<file path="src/rtl/uart_pkg.sv">
// uart_pkg: definitions shared by the UART transmitter and the future receiver.
//   uart_state_t   - frame sequencer state (IDLE, START, DATA, STOP)
//   UART_DATA_BITS - payload bits per frame (8N1)
//   UART_BAUD_DIV  - default clocks per bit (50 MHz / 115200)
package uart_pkg;

  localparam int UART_DATA_BITS = 8;
  localparam int UART_BAUD_DIV  = 434;

  typedef enum logic [1:0] {
    IDLE  = 2'd0,
    START = 2'd1,
    DATA  = 2'd2,
    STOP  = 2'd3
  } uart_state_t;

endpackage

</file>
<file path="src/rtl/uart_baud_gen.sv">
// uart_baud_gen: bit-period timer for the UART sequencer.
//   clkIN    in  system clock, rising edge
//   nResetIN in  async active-low reset
//   clearIN  in  hold the count at 0 (restarts the bit period)
//   tickOUT  out one-clock strobe while the count sits at BAUD_DIV-1;
//                the following edge is the bit boundary
module uart_baud_gen #(
  parameter int BAUD_DIV = 434
) (
  input  logic clkIN,
  input  logic nResetIN,
  input  logic clearIN,
  output logic tickOUT
);

  localparam int CW = (BAUD_DIV > 2) ? $clog2(BAUD_DIV) : 1;
  localparam logic [CW-1:0] LAST = CW'(BAUD_DIV - 1);

  logic [CW-1:0] cnt;

  // Wraps to 0 on the boundary edge itself, so each bit is exactly
  // BAUD_DIV clocks with no accumulated drift.
  always_ff @(posedge clkIN or negedge nResetIN) begin
    if (!nResetIN)                     cnt <= '0;
    else if (clearIN || cnt == LAST)   cnt <= '0;
    else                               cnt <= cnt + CW'(1);
  end

  assign tickOUT = (cnt == LAST) && !clearIN;

endmodule

</file>
<file path="src/rtl/uart_tx.sv">
// uart_tx: 8N1 serial transmitter behind the send-request handshake.
//   clkIN    in  system clock, rising edge
//   nResetIN in  async active-low reset
//   sendIN   in  frame request, level, sampled only in IDLE
//   dataIN   in  byte to send, captured on the accepting edge
//   txOUT    out serial line, idle high, registered
//   nBusyOUT out 1 = ready, 0 = frame in progress, registered
module uart_tx
  import uart_pkg::*;
#(
  parameter int BAUD_DIV  = UART_BAUD_DIV,
  parameter int DATA_BITS = UART_DATA_BITS
) (
  input  logic                 clkIN,
  input  logic                 nResetIN,
  input  logic                 sendIN,
  input  logic [DATA_BITS-1:0] dataIN,
  output logic                 txOUT,
  output logic                 nBusyOUT
);

  localparam int BW = $clog2(DATA_BITS);
  localparam logic [BW-1:0] LAST_BIT = BW'(DATA_BITS - 1);

  uart_state_t          state, state_nxt;
  logic                 tx, tx_nxt;
  logic                 busy_n, busy_n_nxt;
  logic [DATA_BITS-1:0] shift, shift_nxt;
  logic [BW-1:0]        bit_cnt, bit_nxt;
  logic                 tick;
  logic                 baud_clr;

  // Timer is parked at 0 in IDLE so the start bit gets a full period
  // measured from the accepting edge.
  assign baud_clr = (state == IDLE);

  uart_baud_gen #(.BAUD_DIV(BAUD_DIV)) u_baud (
    .clkIN    (clkIN),
    .nResetIN (nResetIN),
    .clearIN  (baud_clr),
    .tickOUT  (tick)
  );

  always_ff @(posedge clkIN or negedge nResetIN) begin
    if (!nResetIN) begin
      state   <= IDLE;
      tx      <= 1'b1;
      busy_n  <= 1'b1;
      shift   <= '0;
      bit_cnt <= '0;
    end else begin
      state   <= state_nxt;
      tx      <= tx_nxt;
      busy_n  <= busy_n_nxt;
      shift   <= shift_nxt;
      bit_cnt <= bit_nxt;
    end
  end

  // Outputs are computed one cycle ahead and registered, so the line
  // changes exactly on the bit-boundary edge.
  always_comb begin
    state_nxt  = state;
    tx_nxt     = tx;
    busy_n_nxt = busy_n;
    shift_nxt  = shift;
    bit_nxt    = bit_cnt;
    case (state)
      IDLE: begin
        tx_nxt     = 1'b1;
        busy_n_nxt = 1'b1;
        if (sendIN) begin
          shift_nxt  = dataIN;
          state_nxt  = START;
          tx_nxt     = 1'b0;
          busy_n_nxt = 1'b0;
        end
      end
      START: if (tick) begin
        state_nxt = DATA;
        tx_nxt    = shift[0];
        bit_nxt   = '0;
      end
      DATA: if (tick) begin
        if (bit_cnt == LAST_BIT) begin
          state_nxt = STOP;
          tx_nxt    = 1'b1;
        end else begin
          // shift[1] is the bit that lands in shift[0] after this shift
          shift_nxt = shift >> 1;
          bit_nxt   = bit_cnt + BW'(1);
          tx_nxt    = shift[1];
        end
      end
      STOP: if (tick) begin
        state_nxt  = IDLE;
        tx_nxt     = 1'b1;
        busy_n_nxt = 1'b1;
      end
      default: begin
        state_nxt  = IDLE;
        tx_nxt     = 1'b1;
        busy_n_nxt = 1'b1;
      end
    endcase
  end

  assign txOUT    = tx;
  assign nBusyOUT = busy_n;

endmodule

</file>
<file path="config.mk">
export PLATFORM = sky130hd
export DESIGN_NAME = uart_tx
export DESIGN_NICKNAME = d
export VERILOG_FILES = /design/src/rtl/uart_pkg.sv /design/src/rtl/uart_baud_gen.sv /design/src/rtl/uart_tx.sv
export SDC_FILE = /design/constraint.sdc
export NUM_CORES = 1
export LEC_CHECK = 0
export CORE_MARGIN = 2
export CORE_UTILIZATION = 43
export DETAILED_ROUTE_END_ITERATION = 16
export SLEW_MARGIN = 15
export SYNTH_ARGS = -nofsm -noshare
export SYNTH_HDL_FRONTEND = slang
export SYNTH_SLANG_ARGS = --single-unit
</file>
<file path="constraint.sdc">
create_clock -name clkIN -period 2.9 [get_ports clkIN]
set_input_delay 0.435 -clock clkIN [delete_from_list [all_inputs] [get_ports clkIN]]
set_output_delay 0.435 -clock clkIN [all_outputs]
set_load 0.01 [all_outputs]
</file>
==> flow_summary.toml <==
[status]
outcome = "complete, no violations"

[worst_setup_path]
worst_path_max_delay_cell = "ha_1"
timing.critical_path.buf_inv = 1
crit_required_ns = 3.12
worstSetupStartpointType = "flop"
cp.depth = 5
cp_slowest_stage_delay_ns = 0.55
critical_path_arrival_ns = 2.42
critPathKind = "flop to flop"
crit_fanout = 18
reg2reg_depth = 5
crit_family = "adder cells"
crit_path_end_kind = "flop"
path_cells = "inv_1 > ha_1 > nand2b_1 > o31ai_4 > mux2_2"

[route]
drtIter0Drc = 30
drt_pass1_iterations = 4
routed_wl_um = 2230
vias_per_cell = 5.31
vias = 876
routedWlPerCell_um = 13.5
drc_errors = 0
route.antenna.remaining_nets = 0

[run]
drv_cap = 0

[clock_network]
clock_latency_ns = 0.32
path_clk_slew_ns = 0.13
cts_buffers = 3
cts_tree = "done"
cts_buffer_depth = 2
cts-root-buf = "clkbuf_4"
htree_levels = 1
cts.sinks = 24
postCtsHoldBufs = 0
postCtsSetupRepairBufs = 0
cts_resized = 0

[placement]
port_buffers = 12
place_congestion = 0.734
pre_cts_ws_ns = 0.688
hpwl_um = 1620

[timing]
slew_headroom_pct = 59.8
hold_violations = 0
clock_skew_ns = 0.00206
post-route-period-util_pct = 76.0
final-max-slew-violation-count = 0
finalSetupTns_ns = 0
fmax_mhz = 454
finalSetupViolCount = 0
setup_slack_ns = 0.696
tightest_slew_ns = 0.603
min_period_ns = 2.20
hold_ws_ns = 0.459
rsz0062_at_grt = "no"

[final_layout]
num_antenna_cells = 0
drive_gt1_share_pct = 20.5
multi_input_area_um2 = 673
fillerInstances = 265
fin_nets = 152
area_growth_pct = 14.7
seqCellArea_um2 = 603

[die]
io_pins = 13
core_area_um2 = 3000
fp-row-count = 20
die_h_um = 59.6
dieArea_um2 = 3550
initial_utilization_pct = 44.2
fp.dieW_um = 59.6

[synth]
ys_warn_count = 0
synth-main-ff-cell = "dfrtp_1"
async_flop_share_pct = 100
syn_avg_cell_area_um2 = 11.1
synth_edf_count = 0
ys_types = 36
synth_area_um2 = 1330
syn_nets = 139
yosysSeqAreaShare_pct = 45.4
syn_inst = 120
synth_seq_cells = 24

[global_route]
gr-total-overflow = 0
use_met3_pct = 1.97
grt_max_degree = 25
track_usage_pct = 14.6
use_met1_pct = 20.3
grt_pass1_wl_um = 3850
grt.busiest_layer = "met2"
grt_pass1_vias = 858
antenna_found_initial = 0
use_met2_pct = 22.4

[min_path]
hold_class = "input port to async pin"

[power]
ir_drop_v = 0.000214
power_density_nw_per_um2 = 405
p_leak_uw = 0.000652
==> layout by cell type (no fill, tap or decap), types with 3 or more instances in the layout <==
cell             synthesis  final
inv_1                    7      7
mux2_2                  14     14
clkbuf_4                 0      3
clkdlybuf4s50_1          0     12
xor2_1                   3      3
ha_1                     8      8
o21ai_0                  4      4
dfrtp_1                 22     22
nor2_1                  15     15
xnor2_1                  4      4
nand2_1                  4      4
nand3_1                  5      5
==> final cells by class <==
class | count | area share, %
Multi-Input combinational cell | 84 | 44.2
Clock inverter | 1 | 1.97
Clock buffer | 3 | 1.48
Sequential cell | 24 | 39.6
Inverter | 7 | 1.72
Tap cell | 33 | 2.71
Timing Repair Buffer | 13 | 8.37
==> power breakdown <==
part           internal [uW]  total [uW]  switching, uW
clock network            140         244            104
logic                   20.0        31.5           11.5
registers                340         342           2.62
total                    499         618            118
==> kinds of logic after synthesis <==
group	count (synthesis)	share of synthesized area [%]
and+or+nand+nor	39	16.1
DFF	24	45.4
muxes	16	13.7
AOI/OAI and AO/OA	14	8.66
buffers and inverters	12	3.95
adders and majority gates	8	7.53
xor gates and xnor gates	7	4.61
==> metrics by stage <==
step                cells  power (uW)  utilization, %  instance area [um^2]
detailed placement    161         381            49.0                  1470
global route          165         645            50.7                  1520
floorplan             120         357               -                  1330
global placement      161         380            49.0                  1470
CTS                   165         628            50.7                  1520
finish                165         618            50.7                  1520
==> path summary, 6_finish.rpt <==
kind	start	endpoint	slack [ns]
min in group clkIN	u_baud.cnt[0]$_DFF_PN0_	u_baud.cnt[0]$_DFF_PN0_	0.50
hold reg to reg	u_baud.cnt[0]$_DFF_PN0_	u_baud.cnt[0]$_DFF_PN0_	0.50
setup / recovery	state[0]$_DFFE_PN0P_	shift[0]$_DFFE_PN0P_	0.70
max in group asynchronous	nResetIN	nBusyOUT$_DFFE_PN1P_	2.15
setup reg to reg	state[0]$_DFFE_PN0P_	shift[0]$_DFFE_PN0P_	0.70
hold / removal	nResetIN	state[1]$_DFFE_PN0P_	0.46
==> metal layers <==
metal	wire, um	share of wire [%]
met5	0	0
met1	1180	53
met4	41	1.8
met3	56	2.5
met2	955	43
==> cells in the mapped netlist, types with 2 or more instances <==
| cell | number | area share [%] |
|---|---|---|
| mux2_2 | 14 | 12 |
| and3_1 | 2 | 0.94 |
| dfstp_2 | 2 | 4.0 |
| o21ai_0 | 4 | 1.5 |
| nand2b_1 | 2 | 0.94 |
| nor2_1 | 15 | 4.2 |
| nand2_1 | 4 | 1.1 |
| ha_1 | 8 | 7.5 |
| clkbuf_1 | 4 | 1.1 |
| o311ai_0 | 2 | 1.3 |
| xnor2_1 | 4 | 2.6 |
| inv_1 | 7 | 2.0 |
| dfrtp_1 | 22 | 41 |
| nand3_1 | 5 | 1.9 |
| xor2_1 | 3 | 2.0 |
| nand3b_1 | 2 | 1.1 |
==> sequential cells by signal, indices dropped and copies added (netlist names) <==
| name | flops |
|---|---|
| txOUT | 1 |
| u_baud.cnt | 9 |
| state | 2 |
| bit_cnt | 3 |
| nBusyOUT | 1 |
| shift | 8 |
Note: power is estimated with default switching activity, not from simulation.
